$ cat src/rtl/id_stage_hzd_if.sv
// IF/ID latch bundle presented to the decode stage.
// IF drives the instruction side; ID returns the load-use stall.
interface id_stage_hzd_if #(
    parameter int DATA_W = 32
);
    logic              if_id_valid;
    logic [31:0]       if_id_instr;
    logic [DATA_W-1:0] if_id_npc;
    logic              stall_if;

    modport master (
        output if_id_valid,
        output if_id_instr,
        output if_id_npc,
        input  stall_if
    );

    modport slave (
        input  if_id_valid,
        input  if_id_instr,
        input  if_id_npc,
        output stall_if
    );
endinterface

$ cat src/rtl/id_stage_hzd.sv
// Decode stage: regfile, control decode, load-use hazard, ID/EX latch.
// Optional macro ID_WB_BYPASS_EN: same-cycle writeback write-through.
module id_stage_hzd #(
    parameter int DATA_W  = 32,
    parameter int RADDR_W = 5
) (
    input  logic               clk,
    input  logic               rst,
    id_stage_hzd_if.slave      ifid,
    input  logic               wb_reg_write,
    input  logic [RADDR_W-1:0] wb_rd,
    input  logic [DATA_W-1:0]  wb_data,
    input  logic               flush,
    input  logic               hold,
    output logic               id_ex_valid,
    output logic [1:0]         id_ex_wb,
    output logic [2:0]         id_ex_mem,
    output logic [3:0]         id_ex_ex,
    output logic [DATA_W-1:0]  id_ex_npc,
    output logic [DATA_W-1:0]  id_ex_rd1,
    output logic [DATA_W-1:0]  id_ex_rd2,
    output logic [DATA_W-1:0]  id_ex_imm,
    output logic [RADDR_W-1:0] id_ex_rs,
    output logic [RADDR_W-1:0] id_ex_rt,
    output logic [RADDR_W-1:0] id_ex_rd
);
    localparam int NREG = 2 ** RADDR_W;

    logic [DATA_W-1:0]  rf_q [NREG];
    logic [5:0]         op;
    logic [RADDR_W-1:0] rs, rt, rd;
    logic [DATA_W-1:0]  rd1, rd2, imm;
    logic [1:0]         wb_c;
    logic [2:0]         mem_c;
    logic [3:0]         ex_c;
    logic               wr_en, hazard, bubble;

    logic               valid_q, valid_d;
    logic [1:0]         wb_q, wb_d;
    logic [2:0]         mem_q, mem_d;
    logic [3:0]         ex_q, ex_d;
    logic [DATA_W-1:0]  npc_q, rd1_q, rd2_q, imm_q;
    logic [RADDR_W-1:0] rs_q, rt_q, rd_q;

    assign op    = ifid.if_id_instr[31:26];
    assign rs    = RADDR_W'(ifid.if_id_instr[25:21]);
    assign rt    = RADDR_W'(ifid.if_id_instr[20:16]);
    assign rd    = RADDR_W'(ifid.if_id_instr[15:11]);
    assign imm   = {{(DATA_W-16){ifid.if_id_instr[15]}}, ifid.if_id_instr[15:0]};
    assign wr_en = wb_reg_write && (wb_rd != '0);

`ifdef ID_WB_BYPASS_EN
    assign rd1 = (rs == '0) ? '0 : (wr_en && wb_rd == rs) ? wb_data : rf_q[rs];
    assign rd2 = (rt == '0) ? '0 : (wr_en && wb_rd == rt) ? wb_data : rf_q[rt];
`else
    assign rd1 = (rs == '0) ? '0 : rf_q[rs];
    assign rd2 = (rt == '0) ? '0 : rf_q[rt];
`endif

    always_comb begin
        wb_c  = '0;
        mem_c = '0;
        ex_c  = '0;
        unique case (1'b1)
            op == 6'b000000: begin wb_c = 2'b01; ex_c = 4'b1100; end
            op == 6'b100011: begin wb_c = 2'b11; mem_c = 3'b010; ex_c = 4'b0001; end
            op == 6'b101011: begin mem_c = 3'b001; ex_c = 4'b0001; end
            op == 6'b000100: begin mem_c = 3'b100; ex_c = 4'b0100; end
            op == 6'b001000: begin wb_c = 2'b01; ex_c = 4'b0011; end
            default: ;
        endcase
    end

    // Load in EX whose destination feeds either source in ID.
    assign hazard = valid_q && mem_q[1] && (rt_q != '0) && ifid.if_id_valid &&
                    ((rt_q == rs) || (rt_q == rt));
    assign ifid.stall_if = hazard && !flush && !hold;
    assign bubble = flush || hazard || !ifid.if_id_valid;

    always_comb begin
        valid_d = ifid.if_id_valid && !flush && !hazard;
        wb_d    = bubble ? 2'b00 : wb_c;
        mem_d   = bubble ? 3'b000 : mem_c;
        ex_d    = bubble ? 4'b0000 : ex_c;
    end

    always_ff @(posedge clk or negedge rst) begin
        if (!rst) begin
            for (int i = 0; i < NREG; i++) rf_q[i] <= '0;
        end else if (wr_en) begin
            rf_q[wb_rd] <= wb_data;
        end
    end

    always_ff @(posedge clk or negedge rst) begin
        if (!rst) begin
            valid_q <= 1'b0;
            wb_q    <= '0;
            mem_q   <= '0;
            ex_q    <= '0;
            npc_q   <= '0;
            rd1_q   <= '0;
            rd2_q   <= '0;
            imm_q   <= '0;
            rs_q    <= '0;
            rt_q    <= '0;
            rd_q    <= '0;
        end else if (!hold) begin
            valid_q <= valid_d;
            wb_q    <= wb_d;
            mem_q   <= mem_d;
            ex_q    <= ex_d;
            npc_q   <= ifid.if_id_npc;
            rd1_q   <= rd1;
            rd2_q   <= rd2;
            imm_q   <= imm;
            rs_q    <= rs;
            rt_q    <= rt;
            rd_q    <= rd;
        end
    end

    assign id_ex_valid = valid_q;
    assign id_ex_wb    = wb_q;
    assign id_ex_mem   = mem_q;
    assign id_ex_ex    = ex_q;
    assign id_ex_npc   = npc_q;
    assign id_ex_rd1   = rd1_q;
    assign id_ex_rd2   = rd2_q;
    assign id_ex_imm   = imm_q;
    assign id_ex_rs    = rs_q;
    assign id_ex_rt    = rt_q;
    assign id_ex_rd    = rd_q;
endmodule

$ cat src/flat_wrapper.sv
// flat-port wrapper written by rule: the top's interface ports become plain ports
module id_stage_hzd_flat 
#(
    parameter int DATA_W  = 32,
    parameter int RADDR_W = 5
)
  (clk, rst, wb_reg_write, wb_rd, wb_data, flush, hold, id_ex_valid, id_ex_wb, id_ex_mem, id_ex_ex, id_ex_npc, id_ex_rd1, id_ex_rd2, id_ex_imm, id_ex_rs, id_ex_rt, id_ex_rd, ifid_if_id_valid, ifid_if_id_instr, ifid_if_id_npc, ifid_stall_if);
  id_stage_hzd_if #(.DATA_W(DATA_W)) ifid_i ();
  input  logic clk;
  input  logic rst;
  input  logic wb_reg_write;
  input  logic [RADDR_W-1:0] wb_rd;
  input  logic [DATA_W-1:0] wb_data;
  input  logic flush;
  input  logic hold;
  output logic id_ex_valid;
  output logic [1:0] id_ex_wb;
  output logic [2:0] id_ex_mem;
  output logic [3:0] id_ex_ex;
  output logic [DATA_W-1:0] id_ex_npc;
  output logic [DATA_W-1:0] id_ex_rd1;
  output logic [DATA_W-1:0] id_ex_rd2;
  output logic [DATA_W-1:0] id_ex_imm;
  output logic [RADDR_W-1:0] id_ex_rs;
  output logic [RADDR_W-1:0] id_ex_rt;
  output logic [RADDR_W-1:0] id_ex_rd;
  input wire logic [$bits(ifid_i.if_id_valid)-1:0] ifid_if_id_valid;
  input wire logic [$bits(ifid_i.if_id_instr)-1:0] ifid_if_id_instr;
  input wire logic [$bits(ifid_i.if_id_npc)-1:0] ifid_if_id_npc;
  output wire logic [$bits(ifid_i.stall_if)-1:0] ifid_stall_if;
  assign ifid_i.if_id_valid = ifid_if_id_valid;
  assign ifid_i.if_id_instr = ifid_if_id_instr;
  assign ifid_i.if_id_npc = ifid_if_id_npc;
  assign ifid_stall_if = ifid_i.stall_if;
  id_stage_hzd #(.DATA_W(DATA_W), .RADDR_W(RADDR_W)) u_core (.clk(clk), .rst(rst), .ifid(ifid_i), .wb_reg_write(wb_reg_write), .wb_rd(wb_rd), .wb_data(wb_data), .flush(flush), .hold(hold), .id_ex_valid(id_ex_valid), .id_ex_wb(id_ex_wb), .id_ex_mem(id_ex_mem), .id_ex_ex(id_ex_ex), .id_ex_npc(id_ex_npc), .id_ex_rd1(id_ex_rd1), .id_ex_rd2(id_ex_rd2), .id_ex_imm(id_ex_imm), .id_ex_rs(id_ex_rs), .id_ex_rt(id_ex_rt), .id_ex_rd(id_ex_rd));
endmodule
$ cat config.mk
export PLATFORM = sky130hd
export DESIGN_NAME = id_stage_hzd_flat
export DESIGN_NICKNAME = d
export VERILOG_FILES = /design/src/rtl/id_stage_hzd_if.sv /design/src/rtl/id_stage_hzd.sv /design/src/flat_wrapper.sv
export SDC_FILE = /design/constraint.sdc
export NUM_CORES = 2
export LEC_CHECK = 0
export BUFFER_PORTS_ARGS = -buffer_cell sky130_fd_sc_hd__buf_2
export CORE_ASPECT_RATIO = 1.25
export CORE_MARGIN = 8
export CORE_UTILIZATION = 40
export CTS_CLUSTER_DIAMETER = 30
export DETAILED_ROUTE_END_ITERATION = 16
export HOLD_SLACK_MARGIN = 0.08
export SYNTH_ARGS = -nofsm -noshare
export SYNTH_HDL_FRONTEND = slang
export SYNTH_SLANG_ARGS = --single-unit
export TNS_END_PERCENT = 5
$ cat constraint.sdc
create_clock -name clk -period 2.8 [get_ports clk]
set_input_delay 0.7 -clock clk [delete_from_list [all_inputs] [get_ports clk]]
set_output_delay 0.7 -clock clk [all_outputs]
set_load 0.03 [all_outputs]
==> impl_results.md <==
* Initial Util at 0.402
* Max Fclk at 337 MHz
* CTS tree: done
* Cell Area, Synth at 0.0609 sq mm
* Top cells by area, synth: dfrtp_1 (48%), mux2_2 (20%), mux4_2 (12%), mux2i_1 (5.4%), clkbuf_1 (1.3%)
* Initial DRC Count at 3827
* Post-synthesis sequential area ratio at 0.475
* Syn Area/Cell at 14.2 sq um
* Simple-gate share of the synthesized area at 0.0354
* Syn Inst Count at 4292
* Status: finished, violations left
* Via-to-Cell Ratio at 6.16
* Relative slew slack at 0.219
* Power per Cell Area at 792 mW/mm^2
* Final period util at 1.06
* Setup WS post-layout at -165 ps
* Final Hold Fails at 0
* Worst slew pin tran at 1170 ps
* Final Net Count at 4726
* Setup violators final at 1
* Clock Sinks at 1156
* DPL Wire Length at 135000 um
* Number of distinct library cells after synthesis at 72
* Top FF cell, synth: dfrtp_1
* CTS buffer count at 207
* Gr ovfl total at 0
* Most common cell after layout, fill and taps aside: dfrtp_1
* Die Y at 452 um
* Fin crit period at 2970 ps
* Post-synth EDFFs at 0
* Peak fanout along the critical path at 3
* DP Cell Count at 6418
* Fin util at 0.488
* Crit path top cell by count: nor3_4
* Crit path kind: register to output port
* CP Cell Sequence: xnor2_2, buf_4, nand3_4, nor3_4, o21ai_4, nor3_4, buf_6
* RePlAce Congestion at 0.848
* Clk slew on worst S/H paths at 50 ps
* Port bufs at 260
* TritonRoute pass-1 iters at 5
* Post-synth top area share at 0.475
* Die Width at 365 um
* Tot Pwr at 58.6 mW
* Post-synthesis compound-gate area fraction at 0.0524
* Total track usage at 0.256
* Finished Layout Cells at 6829
* Area of the core at 0.152 sq mm
* Most frequent cells in the layout: dfrtp_1 (1154), mux2_2 (1107), mux2i_1 (329)
* Leakage at 32.9 nW
* Placement Rows at 160
* Worst path slowest cell: dfrtp_2
* Violated checks: setup timing
* Global-route wire length before repair at 312000 um
* Startpoint types: register
* Ys async rst share at 1.00
* Vias in the first global route at 43662
* WP data arrival at 2270 ps
* Layout Skew at 29.1 ps
* WP data required at 2100 ps
* WP buf/inv at 2
* IO Count at 261
* Peak VDD IR at 0.590 mV
* Unrepaired setup endpoints after global routing: yes
* Routed len/inst at 31.2 um
* CP endpoint kind: output port
* Area leader, netlist: dfrtp_1
* Register bit total from synthesis at 1156
* Post-synthesis xor/xnor area fraction at 0.00144
* Adder-Cell Fraction of Synth Area at 0
* Synthesis warning total at 0
* Layout cell share with drive strength beyond 1 at 0.513
* Area delta synth->final at 21.6%
* Antenna Nets Post-Route at 0
* CTS Root Cell: clkbuf_16
* DRC viols at 0
* Multiplexer area fraction after synthesis at 0.392
* Die ar. at 0.165 sq mm
* Max Cap Viol at 0
* Via Count at 42072
* Synthesized net count at 4399
* Largest net degree at the start of global routing at 89
* Critical path's largest stage delay at 470 ps
* Initial antenna violation count at 14
* Fin Setup TNS at -165 ps
* CTS max path bufs at 3
* H-Tree Depth at 4
* Clock latency at the later pin of the worst-skew pair at 820 ps
* Main combinational cell family by area after synthesis: multiplexers
* Cell family with most CP delay: flip-flops
* Drt total wl at 213000 um
* Class of the worst hold path: input pin to register
* Final Max Tran Viols at 0
-- through the flow --
step / hold slack, ps / cell area (sq um) / worst slack, ps
global route: 115 / 74000 / -227
CTS: 80.5 / 73900 / -216
floorplan: 404 / 60900 / -27.8
global placement: 378 / 66400 / -90.7
detailed placement: 385 / 66400 / -92.0
finish: 134 / 74000 / -165
-- area by class of cell --
class	instances	area [sq um]
tap	2025	2530
antenna	8	20.0
clock buffer	257	5660
multi-input combinational	2641	29600
clock inverter	129	1690
fill	13117	77600
timing repair buffer	602	5480
sequential	1156	28900
inverter	11	41.3
-- report_power, final --
part | internal [mW] | total (mW) | switching [mW]
sequential | 19.8 | 22.1 | 2.36
clock | 17.1 | 26.3 | 9.17
combinational | 5.63 | 10.2 | 4.52
-- state kept, by name, indices dropped and copies added (netlist names) --
signal	cells
u_core.id_ex_rs	5
u_core.id_ex_imm	12
u_core.id_ex_rd2	32
u_core.id_ex_rd	4
u_core.rf_q	1024
u_core.id_ex_ex	4
u_core.id_ex_rt	5
u_core.id_ex_npc	32
u_core.id_ex_wb	2
u_core.id_ex_valid	1
u_core.id_ex_rd1	32
u_core.id_ex_mem	3
-- layer usage --
metal  global-route usage  vias up  wire (um)
li1                     -    17110          -
met1                0.331    22571      85100
met2                0.413     1830     101000
met3               0.0474      555      15600
met4                0.125        6      11300
met5                    0        -         39
-- logic make-up (layout without fill, tap and decap cells) --
logic type,after synthesis,in the layout
flops,1156,1156
simple gates,430,430
buf+inv,495,999
compound gates,405,405
xor+xnor,10,10
mux,1796,1796
other cells,0,8
-- what timing repair did --
action,in CTS,in global routing
setup buffers,0,0
gates resized for setup,11,3
hold buffers,18,0
hold endpoints to repair,44,0
endpoints found under the setup margin,1,1
pin swaps,6,1
-- cells in the mapped netlist, drive strengths merged, types with 5 or more instances --
master / instances
clkbuf: 215
mux2i: 329
or3: 5
a211oi: 40
a21oi: 34
o2111a: 7
nor4bb: 33
nor2b: 25
mux4: 352
dfrtp: 1156
nand2: 184
a22oi: 78
nor2: 77
o211ai: 25
a32o: 5
a22o: 5
and3: 6
nand2b: 15
a211o: 6
xnor2: 6
a41oi: 6
nor3: 12
a2111oi: 24
a21boi: 5
o2111ai: 5
buf: 267
a221oi: 71
nand3: 34
nand4: 16
a32oi: 8
o21ai: 9
mux2: 1115
and2: 5
inv: 10
o22ai: 63
-- worst paths after layout --
path / startpoint / endpoint / slack [ps] / cells after the start
worst max-delay path: u_core.id_ex_rt[0]$_DFFE_PN0N_ / ifid_stall_if / -170 / 7
worst min-delay path: ifid_if_id_npc[10] / u_core.id_ex_npc[10]$_DFFE_PN0N_ / 130 / 2
max in group asynchronous: rst / u_core.rf_q[742]$_DFFE_PN0P_ / 1390 / 3
worst max register to register: u_core.rf_q[33]$_DFFE_PN0P_ / u_core.id_ex_rd1[1]$_DFFE_PN0N_ / 910 / 4
worst min register to register: u_core.rf_q[1020]$_DFFE_PN0P_ / u_core.rf_q[1020]$_DFFE_PN0P_ / 400 / 0
min in group asynchronous: rst / u_core.rf_q[665]$_DFFE_PN0P_ / 450 / 2
Note: power is estimated with default switching activity, not from simulation.
